==> config.mk <==
export PLATFORM = sky130hd
export DESIGN_NAME = conv_1d_stream
export DESIGN_NICKNAME = d
export VERILOG_FILES = /design/src/rtl/conv_pkg.sv /design/src/rtl/conv_mem_loader.sv /design/src/rtl/conv_1d_stream.sv
export SDC_FILE = /design/constraint.sdc
export NUM_CORES = 1
export LEC_CHECK = 0
export CAP_MARGIN = 25
export CORE_MARGIN = 4
export CORE_UTILIZATION = 50
export CTS_CLUSTER_SIZE = 14
export DETAILED_ROUTE_END_ITERATION = 8
export PLACE_DENSITY = 0.64
export SLEW_MARGIN = 20
export SYNTH_ARGS = -nofsm -noshare
export SYNTH_HDL_FRONTEND = slang
export SYNTH_HIERARCHICAL = 1
export SYNTH_SLANG_ARGS = --single-unit
==> constraint.sdc <==
create_clock -name clk -period 5 [get_ports clk]
set_clock_uncertainty 0.2 [all_clocks]
set_input_delay 1 -clock clk [delete_from_list [all_inputs] [get_ports clk]]
set_output_delay 1 -clock clk [all_outputs]
set_load 0.05 [all_outputs]
==> src/rtl/conv_pkg.sv <==
// Shared types and helpers for the 1-D streaming convolver: FSM states,
// address-width helper and the output saturation function.
package conv_pkg;

    typedef enum logic [1:0] {
        LOAD = 2'd0,
        CALC = 2'd1,
        HOLD = 2'd2
    } conv_state_t;

    // Address width for a memory of the given depth; never narrower than one bit.
    function automatic int addr_w(input int depth);
        return (depth > 1) ? $clog2(depth) : 1;
    endfunction

    // Clamp a signed value into the signed range of an out_w-bit word.
    function automatic logic signed [63:0] sat_trunc(input logic signed [63:0] i_val,
                                                     input int                 out_w);
        logic signed [63:0] w_max;
        logic signed [63:0] w_min;
        w_max = (64'sd1 <<< (out_w - 1)) - 64'sd1;
        w_min = -(64'sd1 <<< (out_w - 1));
        if (i_val > w_max) return w_max;
        if (i_val < w_min) return w_min;
        return i_val;
    endfunction

endpackage

==> src/rtl/conv_mem_loader.sv <==
// Operand memory with a valid/ready write port that fills once, then holds until cleared.
// Read data is registered: one cycle from address to o_rd_data. Ready drops the cycle after the last word.
module conv_mem_loader
    import conv_pkg::*;
#(
    parameter  int DW    = 8,
    parameter  int DEPTH = 8,
    localparam int AW    = addr_w(DEPTH)
) (
    input  logic          clk,
    input  logic          reset,
    input  logic          i_valid,
    output logic          o_ready,
    input  logic [DW-1:0] i_data,
    input  logic          i_clr,
    output logic          o_full,
    input  logic [AW-1:0] i_rd_addr,
    output logic [DW-1:0] o_rd_data
);

    logic [DW-1:0] r_mem [DEPTH];
    logic [AW-1:0] r_wr_ptr;
    logic          r_full;
    logic [DW-1:0] r_rd_data;
    logic          w_wr;

    assign w_wr      = i_valid && !r_full;
    assign o_ready   = !r_full;
    assign o_full    = r_full;
    assign o_rd_data = r_rd_data;

    always_ff @(posedge clk) begin
        if (reset || i_clr) begin
            r_wr_ptr <= '0;
            r_full   <= 1'b0;
        end else if (w_wr) begin
            if (r_wr_ptr == AW'(DEPTH - 1)) begin
                r_wr_ptr <= '0;
                r_full   <= 1'b1;
            end else begin
                r_wr_ptr <= r_wr_ptr + AW'(1);
            end
        end
    end

    // Contents are left as-is on clear; the pointer and full flag define emptiness.
    always_ff @(posedge clk) begin
        if (w_wr) r_mem[r_wr_ptr] <= i_data;
        r_rd_data <= r_mem[i_rd_addr];
    end

endmodule

==> src/rtl/conv_1d_stream.sv <==
// Valid-mode 1-D convolver: y[n] = sum_k x[n+k]*f[k], one pipelined MAC, valid/ready in and out.
// First y is F_SIZE+3 cycles after CALC entry (F_SIZE+4 with CONV_SAT_EN); output held until taken.
module conv_1d_stream
    import conv_pkg::*;
#(
    parameter int DATA_WIDTH_X = 8,
    parameter int DATA_WIDTH_F = 8,
    parameter int X_SIZE       = 8,
    parameter int F_SIZE       = 4,
    parameter int ACC_WIDTH    = DATA_WIDTH_X + DATA_WIDTH_F + $clog2(F_SIZE),
    parameter int OUT_WIDTH    = ACC_WIDTH
) (
    input  logic                        clk,
    input  logic                        reset,
    input  logic                        s_valid_x,
    output logic                        s_ready_x,
    input  logic [DATA_WIDTH_X-1:0]     s_data_in_x,
    input  logic                        s_valid_f,
    output logic                        s_ready_f,
    input  logic [DATA_WIDTH_F-1:0]     s_data_in_f,
    input  logic                        keep_f,
    output logic                        m_valid_y,
    input  logic                        m_ready_y,
    output logic signed [OUT_WIDTH-1:0] m_data_out_y
);

    localparam int XAW    = addr_w(X_SIZE);
    localparam int FAW    = addr_w(F_SIZE);
    localparam int PW     = DATA_WIDTH_X + DATA_WIDTH_F;
    localparam int N_LAST = X_SIZE - F_SIZE;

    conv_state_t r_state, w_state_nxt;

    logic [XAW-1:0] r_n;
    logic [FAW-1:0] r_tap;
    logic           r_issued;
    logic           w_issue;
    logic           w_hs;
    logic           w_last_n;
    logic           w_x_full, w_f_full;
    logic           w_x_clr, w_f_clr;
    logic [XAW-1:0] w_addr_x;
    logic [DATA_WIDTH_X-1:0] w_x_rd;
    logic [DATA_WIDTH_F-1:0] w_f_rd;

    logic                        r_s1_vld, r_s1_first, r_s1_last;
    logic                        r_s2_vld, r_s2_first, r_s2_last;
    logic signed [PW-1:0]        r_prod;
    logic signed [ACC_WIDTH-1:0] w_prod_ext;
    logic signed [ACC_WIDTH-1:0] r_acc;
    logic                        r_acc_vld;
    logic                        w_out_load;
    logic signed [OUT_WIDTH-1:0] w_out_dat;
    logic                        r_valid_y;
    logic signed [OUT_WIDTH-1:0] r_data_y;

    assign w_hs      = r_valid_y && m_ready_y;
    assign w_last_n  = (r_n == XAW'(N_LAST));
    assign w_issue   = (r_state == CALC) && !r_issued;
    assign w_addr_x  = r_n + XAW'(r_tap);
    assign m_valid_y    = r_valid_y;
    assign m_data_out_y = r_data_y;

    conv_mem_loader #(.DW(DATA_WIDTH_X), .DEPTH(X_SIZE)) u_x_mem (
        .clk       (clk),
        .reset     (reset),
        .i_valid   (s_valid_x),
        .o_ready   (s_ready_x),
        .i_data    (s_data_in_x),
        .i_clr     (w_x_clr),
        .o_full    (w_x_full),
        .i_rd_addr (w_addr_x),
        .o_rd_data (w_x_rd)
    );

    conv_mem_loader #(.DW(DATA_WIDTH_F), .DEPTH(F_SIZE)) u_f_mem (
        .clk       (clk),
        .reset     (reset),
        .i_valid   (s_valid_f),
        .o_ready   (s_ready_f),
        .i_data    (s_data_in_f),
        .i_clr     (w_f_clr),
        .o_full    (w_f_full),
        .i_rd_addr (r_tap),
        .o_rd_data (w_f_rd)
    );

    always_ff @(posedge clk) begin
        if (reset) r_state <= LOAD;
        else       r_state <= w_state_nxt;
    end

    always_comb begin
        w_state_nxt = r_state;
        w_x_clr     = 1'b0;
        w_f_clr     = 1'b0;
        case (r_state)
            LOAD: if (w_x_full && w_f_full) w_state_nxt = CALC;
            CALC: if (r_s2_vld && r_s2_last) w_state_nxt = HOLD;
            HOLD: if (w_hs) begin
                if (w_last_n) begin
                    w_state_nxt = LOAD;
                    w_x_clr     = 1'b1;
                    w_f_clr     = !keep_f;
                end else begin
                    w_state_nxt = CALC;
                end
            end
            default: w_state_nxt = LOAD;
        endcase
    end

    // Tap counter runs once per CALC visit; output index advances on each handshake.
    always_ff @(posedge clk) begin
        if (reset) begin
            r_n      <= '0;
            r_tap    <= '0;
            r_issued <= 1'b0;
        end else begin
            if (r_state != CALC) begin
                r_tap    <= '0;
                r_issued <= 1'b0;
            end else if (w_issue) begin
                if (r_tap == FAW'(F_SIZE - 1)) begin
                    r_tap    <= '0;
                    r_issued <= 1'b1;
                end else begin
                    r_tap <= r_tap + FAW'(1);
                end
            end
            if (r_state == HOLD && w_hs)
                r_n <= w_last_n ? '0 : r_n + XAW'(1);
        end
    end

    assign w_prod_ext = ACC_WIDTH'(r_prod);

    always_ff @(posedge clk) begin
        if (reset) begin
            r_s1_vld   <= 1'b0;
            r_s1_first <= 1'b0;
            r_s1_last  <= 1'b0;
            r_s2_vld   <= 1'b0;
            r_s2_first <= 1'b0;
            r_s2_last  <= 1'b0;
            r_prod     <= '0;
            r_acc      <= '0;
            r_acc_vld  <= 1'b0;
        end else begin
            r_s1_vld   <= w_issue;
            r_s1_first <= w_issue && (r_tap == '0);
            r_s1_last  <= w_issue && (r_tap == FAW'(F_SIZE - 1));
            r_s2_vld   <= r_s1_vld;
            r_s2_first <= r_s1_first;
            r_s2_last  <= r_s1_last;
            r_prod     <= $signed(w_x_rd) * $signed(w_f_rd);
            if (r_s2_vld)
                r_acc <= r_s2_first ? w_prod_ext : r_acc + w_prod_ext;
            r_acc_vld  <= r_s2_vld && r_s2_last;
        end
    end

`ifdef CONV_SAT_EN
    logic                        r_sat_vld;
    logic signed [OUT_WIDTH-1:0] r_sat;

    always_ff @(posedge clk) begin
        if (reset) begin
            r_sat_vld <= 1'b0;
            r_sat     <= '0;
        end else begin
            r_sat_vld <= r_acc_vld;
            r_sat     <= OUT_WIDTH'(sat_trunc(64'(r_acc), OUT_WIDTH));
        end
    end

    assign w_out_load = r_sat_vld;
    assign w_out_dat  = r_sat;
`else
    assign w_out_load = r_acc_vld;
    assign w_out_dat  = r_acc[OUT_WIDTH-1:0];
`endif

    // Next result only arrives after the handshake, so a load never collides with a stall.
    always_ff @(posedge clk) begin
        if (reset) begin
            r_valid_y <= 1'b0;
            r_data_y  <= '0;
        end else if (w_out_load) begin
            r_valid_y <= 1'b1;
            r_data_y  <= w_out_dat;
        end else if (m_ready_y) begin
            r_valid_y <= 1'b0;
        end
    end

endmodule
# Word-level counts from Yosys, hierarchy flattened

Memory sizes are Yosys's and may differ from the RTL's. A register that Yosys moved wholly into a read port is not among the register bits.
Cells that the tools add are included.

$add $sub $neg: 6
Reductions and logical operators: 23
Multiply operators: 1
Eq/ne operators: 10
Multiplexer cells: 22

Operators with widths:

| cell                  | count |
|---|---|
| $add A18 B16 Y18      | 1 |
| $mux W18              | 1 |
| $mul A8 B8 Y16        | 1 |
| $mux W1               | 13 |
| $mux W2               | 5 |
| $logic_and A1 B1 Y1   | 9 |
| $add A3 B1 Y3 const B | 2 |
| $eq A2 B2 Y1 const B  | 3 |
| $eq A3 B3 Y1 const B  | 2 |
| $mux W3               | 2 |
| $pmux W2 S3           | 1 |
| $reduce_and A2 Y1     | 3 |
| $add A2 B1 Y2 const B | 2 |
| $logic_not A1 Y1      | 4 |
| $logic_not A2 Y1      | 2 |
| $ne A2 B1 Y1 const B  | 2 |
| $ne A2 B2 Y1 const B  | 2 |
| $add A3 B2 Y3         | 1 |
| $reduce_and A3 Y1     | 1 |
| $eq A2 B1 Y1 const B  | 1 |
| $logic_or A1 B1 Y1    | 2 |
| $reduce_bool A2 Y1    | 1 |
| $reduce_or A2 Y1      | 1 |

Memories: 2
Output and inout port bits: 21
Word-level logic and storage cells: 83
Register bits after elaboration: 75
Bits in writable memories: 96

Memory list:

| memory        | words | width | rd ports | clocked after Yosys merged registers in | write ports | line                  | RTL |
|---|---|---|---|---|---|---|---|
| u_x_mem.r_mem | 8     | 8     | 1        | 1                                       | 1           | conv_mem_loader.sv:21 | `logic [DW-1:0] r_mem [DEPTH];` |
| u_f_mem.r_mem | 4     | 8     | 1        | 1                                       | 1           | conv_mem_loader.sv:21 |  |

# Longest topological paths before layout

Depth in word-level cells: 5
Gate-level depth with buffers: 16
Mapped depth without buffers: 16

# By module

The synthesis kept the hierarchy.

By module, submodules not included:

| module                    | cells each | times used | sequential area each (µm²) | area an instance (µm²) |
|---|---|---|---|---|
| conv_1d_stream            | 655        | 1          | 1361.3                     | 5853.1 |
| conv_mem_loader (u_x_mem) | 131        | 1          | 2162.1                     | 2872.8 |
| conv_mem_loader (u_f_mem) | 72         | 1          | 1181.1                     | 1516.5 |

# Worst setup path before layout

OpenSTA, ideal clock, no wires.

Path kind: reg2reg
Start point: reg u_f_mem.r_rd_data[7] (netlist: u_f_mem/o_rd_data[7]) (read register of u_f_mem.r_mem)
End point: reg r_prod[14]
Stages on the path, launching flop included: 16
Slack: 537 ps
Buffers on the path: 0
Required time: 4669 ps
Library setup time: 131 ps
Arrival: 4132 ps
Cells stage by stage: dfxtp_1 nand2b_1 fa_1 fa_1 inv_1 fa_1 inv_1 fa_1 inv_1 ha_1 o21a_1 o31a_1 o31a_1 nor4b_1 o21ai_0 nor3b_1

Word-level cells in the longest chain between the ends: 1

RTL lines:

| what                 | line                  | RTL |
|---|---|---|
| from (decl)          | conv_mem_loader.sv:24 | `logic [DW-1:0] r_rd_data;` |
| $mul A8 B8 Y16       | conv_1d_stream.sv:156 | `r_prod <= $signed(w_x_rd) * $signed(w_f_rd);` |
| to (signal assigned) | conv_1d_stream.sv:156 |  |
| to (decl)            | conv_1d_stream.sv:48  | `logic signed [PW-1:0] r_prod;` |

Every way passes these cells.
A chain may end at the register's enable or synchronous reset.

# Final worst setup path

Start point: reg u_f_mem.r_rd_data[3] (netlist: u_f_mem/o_rd_data[3]) (read register of u_f_mem.r_mem)
End point: reg r_prod[14]

The elaborated chain is that of the path after synthesis.

==> metrics.csv <==
stage;metric;value;unit
power_and_ir_drop;power_frac_clock;0.280;
yosys;syn_nets;994;
cells_and_area;layoutNonFillerInstCount;1190;
yosys;synth_area_leaders;edfxtp_1 28%, dfxtp_1 18%, fa_1 11%;
flow_run;maxCapViolCount;0;
cells_and_area;fillers;1715;
floorplan;die_y;151;um
yosys;synth_xor_area_frac;0.0145;
drt;drtIter0Drc;284;
power_and_ir_drop;p_total;4.70;mW
yosys;synth_cell_types;65;
placement;pre_cts_ws;0.336;ns
min_path;worst_hold_path_type;flop to flop;
power_and_ir_drop;p_sw_frac;0.332;
power_and_ir_drop;p_leak;4.44;nW
clock_tree;hold_buffers;0;
critical_path;rr_worst_depth;16;
drt;vias;6212;
drt;wirelength;18700;um
floorplan;num_rows;52;
timing;period_share;0.930;
cells_and_area;final_net_count;1043;
power_and_ir_drop;ir_drop;0.000268;V
clock_tree;insertion_delay;0.44;ns
cells_and_area;antenna_cells;0;
timing;worst_slack;0.352;ns
floorplan;ios;43;
timing;hold_viol_final;0;
cells_and_area;drive_gt1_frac;0.0859;
global_routing;grt_pass1_wl;31400;um
floorplan;start_util;0.508;
timing;setup_viol;0;
yosys;synthAdderAreaFrac;0.181;
yosys;synth.avg_cell_area;11.9;um^2
critical_path;crit_chain;and2_1 > fa_1 > inv_1 > fa_1 > inv_1 > fa_1 > inv_1 > fa_1 > inv_1 > ha_1 > o21a_1 > o31a_1 > o31a_1 > nor4b_1 > o21ai_0 > nor3b_1;
drt;avgViaCountPerCell;5.22;
critical_path;r2r_end;r_prod[14]$_SDFF_PP0_;
yosys;synth_compound_area_frac;0.0787;
critical_path;cp_slowest_stage_delay;0.53;ns
power_and_ir_drop;seqPwrFrac;0.376;
clock_tree;clk_pin_slew;0.08;ns
cells_and_area;multiInputGateArea;5070;um^2
yosys;async_flop_share;0;
placement;io_buffers;42;
yosys;synth_top_area_frac;0.281;
floorplan;die_area;22800;um^2
critical_path;critPathCapture;r_prod[14]$_SDFF_PP0_;
critical_path;setup.worst_path.end_class;flop;
yosys;synth_edf_count;96;
clock_tree;clockBufferDepth;2;
floorplan;die_x;151;um
power_and_ir_drop;power.density;407;nW/um^2
global_routing;grt.overflow.total;0;
power_and_ir_drop;switchingPower;1.56;mW
yosys;synthSimpleGateAreaFrac;0.118;
timing;period_needed;4.65;ns
placement;place_congestion;0.878;
timing;worstMarginPinSlew;0.927;ns
yosys;ys_seq_elements;187;
cells_and_area;mostFrequentLayoutCells;98 x inv_1, 96 x edfxtp_1, 91 x dfxtp_1;
yosys;ys.warnings.count;6;
yosys;syn_area;10200;um^2
yosys;synth_cells;858;
status;status;finished clean;
clock_tree;clock_sinks;187;
timing;max_freq;215;MHz
yosys;yosysTopAreaCell;edfxtp_1;
yosys;synth_top_family_by_area;adder cells;
timing;rsz0062_at_grt;no;
global_routing;grt_max_degree;49;
global_routing;grt_pass1_vias;6177;
clock_tree;cts_buffers;17;
yosys;yosys-mux-area-fraction;0.101;
yosys;synth_ff_type;edfxtp_1;
clock_tree;postCtsSetupBuffers;0;
power_and_ir_drop;intPower;3.14;mW
global_routing;antenna_found_initial;0;
timing;slew_viol_final;0;
drt;drt_first_pass_iters;5;
floorplan;core-area;20200;um^2
placement;dpl.hpwl;13700;um
drt;ant_nets;0;
clock_tree;tritoncts;yes;
yosys;seq_area_frac_synth;0.459;
clock_tree;root_buffer;clkbuf_16;
critical_path;cp.required;5.11;ns
placement;numPlacedInstances;1157;
critical_path;crit_path_max_fanout;8;
timing;fin_tns_setup;0;ns
critical_path;worstPathArrival;4.75;ns
drt;wire_per_inst;15.7;um
cells_and_area;area_delta_synth_final;12.8;%
global_routing;grt_use_total;0.178;
critical_path;rr_startpoint;u_f_mem/o_rd_data[3]$_DFF_P_;
clock_tree;htree_levels;4;
timing;slew-limit-headroom;0.382;
drt;drcViolationCount;0;
cells_and_area;final_common_cell;inv_1;
cells_and_area;ff_latch_area;4700;um^2
critical_path;crit_start;u_f_mem/o_rd_data[3]$_DFF_P_;
critical_path;r2r_setup_slack;0.35;ns
critical_path;crit_type;flop to flop;
critical_path;worst_setup_path_start_kind;flop;
critical_path;cp_slowest_cell;fa_1;
power_and_ir_drop;combPwrFrac;0.344;
==> synth_stat cells, types with 2 or more instances <==
cell type,instances
o31ai_2,2
or4_1,2
nor3b_1,3
buf_6,2
dfxtp_1,91
xor2_1,2
nand4_1,2
nand3b_1,3
nor2_1,66
nor4b_1,2
mux4_1,15
nor2b_1,19
o22ai_1,4
ha_1,57
nand2b_1,8
xnor2_1,15
a21o_1,5
mux2i_1,31
or3b_2,2
buf_2,2
a31oi_1,4
nand3_1,6
nor3_1,23
mux4_2,9
clkbuf_1,14
inv_1,98
a211oi_1,18
mux2_2,11
o21ai_0,19
nand2_1,40
a21oi_1,35
buf_1,2
and2_1,47
edfxtp_1,96
nand4b_1,2
and3_1,4
o21a_1,6
or3_1,3
o211ai_1,4
fa_1,57
o31a_1,2
o21bai_1,2
==> how the worst min path moves through the flow <==
stage                                     start               endpoint  slack (ns)  cells after the start
final                       r_s1_vld$_SDFF_PP0_    r_s2_vld$_SDFF_PP0_        0.24                      1
after detailed placement    r_s1_vld$_SDFF_PP0_    r_s2_vld$_SDFF_PP0_        0.22                      1
after global placement      r_s1_vld$_SDFF_PP0_    r_s2_vld$_SDFF_PP0_        0.22                      1
after CTS                   r_s1_vld$_SDFF_PP0_    r_s2_vld$_SDFF_PP0_        0.24                      1
after floorplan           r_s1_first$_SDFF_PP0_  r_s2_first$_SDFF_PP0_        0.21                      1
after global routing       r_s1_last$_SDFF_PP0_   r_s2_last$_SDFF_PP0_        0.26                      1
==> what timing repair did <==
| action | CTS | global route |
|---|---|---|
| setup endpoints to repair | 0 | 1 |
| resized for setup | 0 | 1 |
| hold endpoints to repair | 0 | 0 |
==> power by group through the flow <==
stage | sequential (mW) | combinational [mW] | clock, mW
after floorplan | 1.78 | 1.33 | 0
after global placement | 1.80 | 1.62 | 0
after detailed placement | 1.80 | 1.63 | 0
after CTS | 1.77 | 1.64 | 1.36
after global routing | 1.78 | 1.91 | 1.42
final | 1.77 | 1.62 | 1.32
==> area by class of cell <==
cell class	count	area share
timing repair buffer	52	0.0431
sequential	187	0.407
multi-input combinational	551	0.439
tap	270	0.0292
inverter	98	0.0318
clock inverter	15	0.0133
clock buffer	17	0.0368
==> logic make-up after synthesis <==
kind of cell / after synthesis
AOI/OAI and AO/OA: 118
buffers and inverters: 120
DFF: 187
muxes: 66
and+or+nand+nor: 236
xor gates and xnor gates: 17
adders and majority gates: 114
==> layer usage <==
metal | share of wire | global-route usage
met4 | 0.014 | 0.0503
met5 | 0 | 0
met3 | 0.023 | 0.0329
met2 | 0.51 | 0.313
met1 | 0.45 | 0.226
==> metrics by stage <==
stage / util / cell area, um^2 / hold slack (ns)
after floorplan: - / 10200 / 0.214
after global placement: 0.543 / 11000 / 0.217
after detailed placement: 0.544 / 11000 / 0.225
after CTS: 0.573 / 11500 / 0.242
after global routing: 0.573 / 11600 / 0.261
final: 0.573 / 11600 / 0.237
==> critical path, delay by kind of cell, from the launching register on <==
family | cells | cell delay (ns)
buffers and inverters | 4 | 0.19
flip-flops | 1 | 0.39
AND/OR/NAND/NOR | 3 | 0.68
adder cells (fa/ha/maj) | 5 | 2.34
AO/OA/AOI/OAI | 4 | 0.72
==> sequential cells by signal, summed over array words and instances (netlist names), 2 cells and up <==
register           cells
r_tap                  2
u_x_mem/r_wr_ptr       3
r_state                2
r_n                    3
u_f_mem/r_mem         32
u_f_mem/o_rd_data      8
r_prod                16
u_f_mem/r_wr_ptr       2
r_acc                 18
u_x_mem/r_mem         64
m_data_out_y          18
u_x_mem/o_rd_data      8
(Power assumes the default switching activity.)
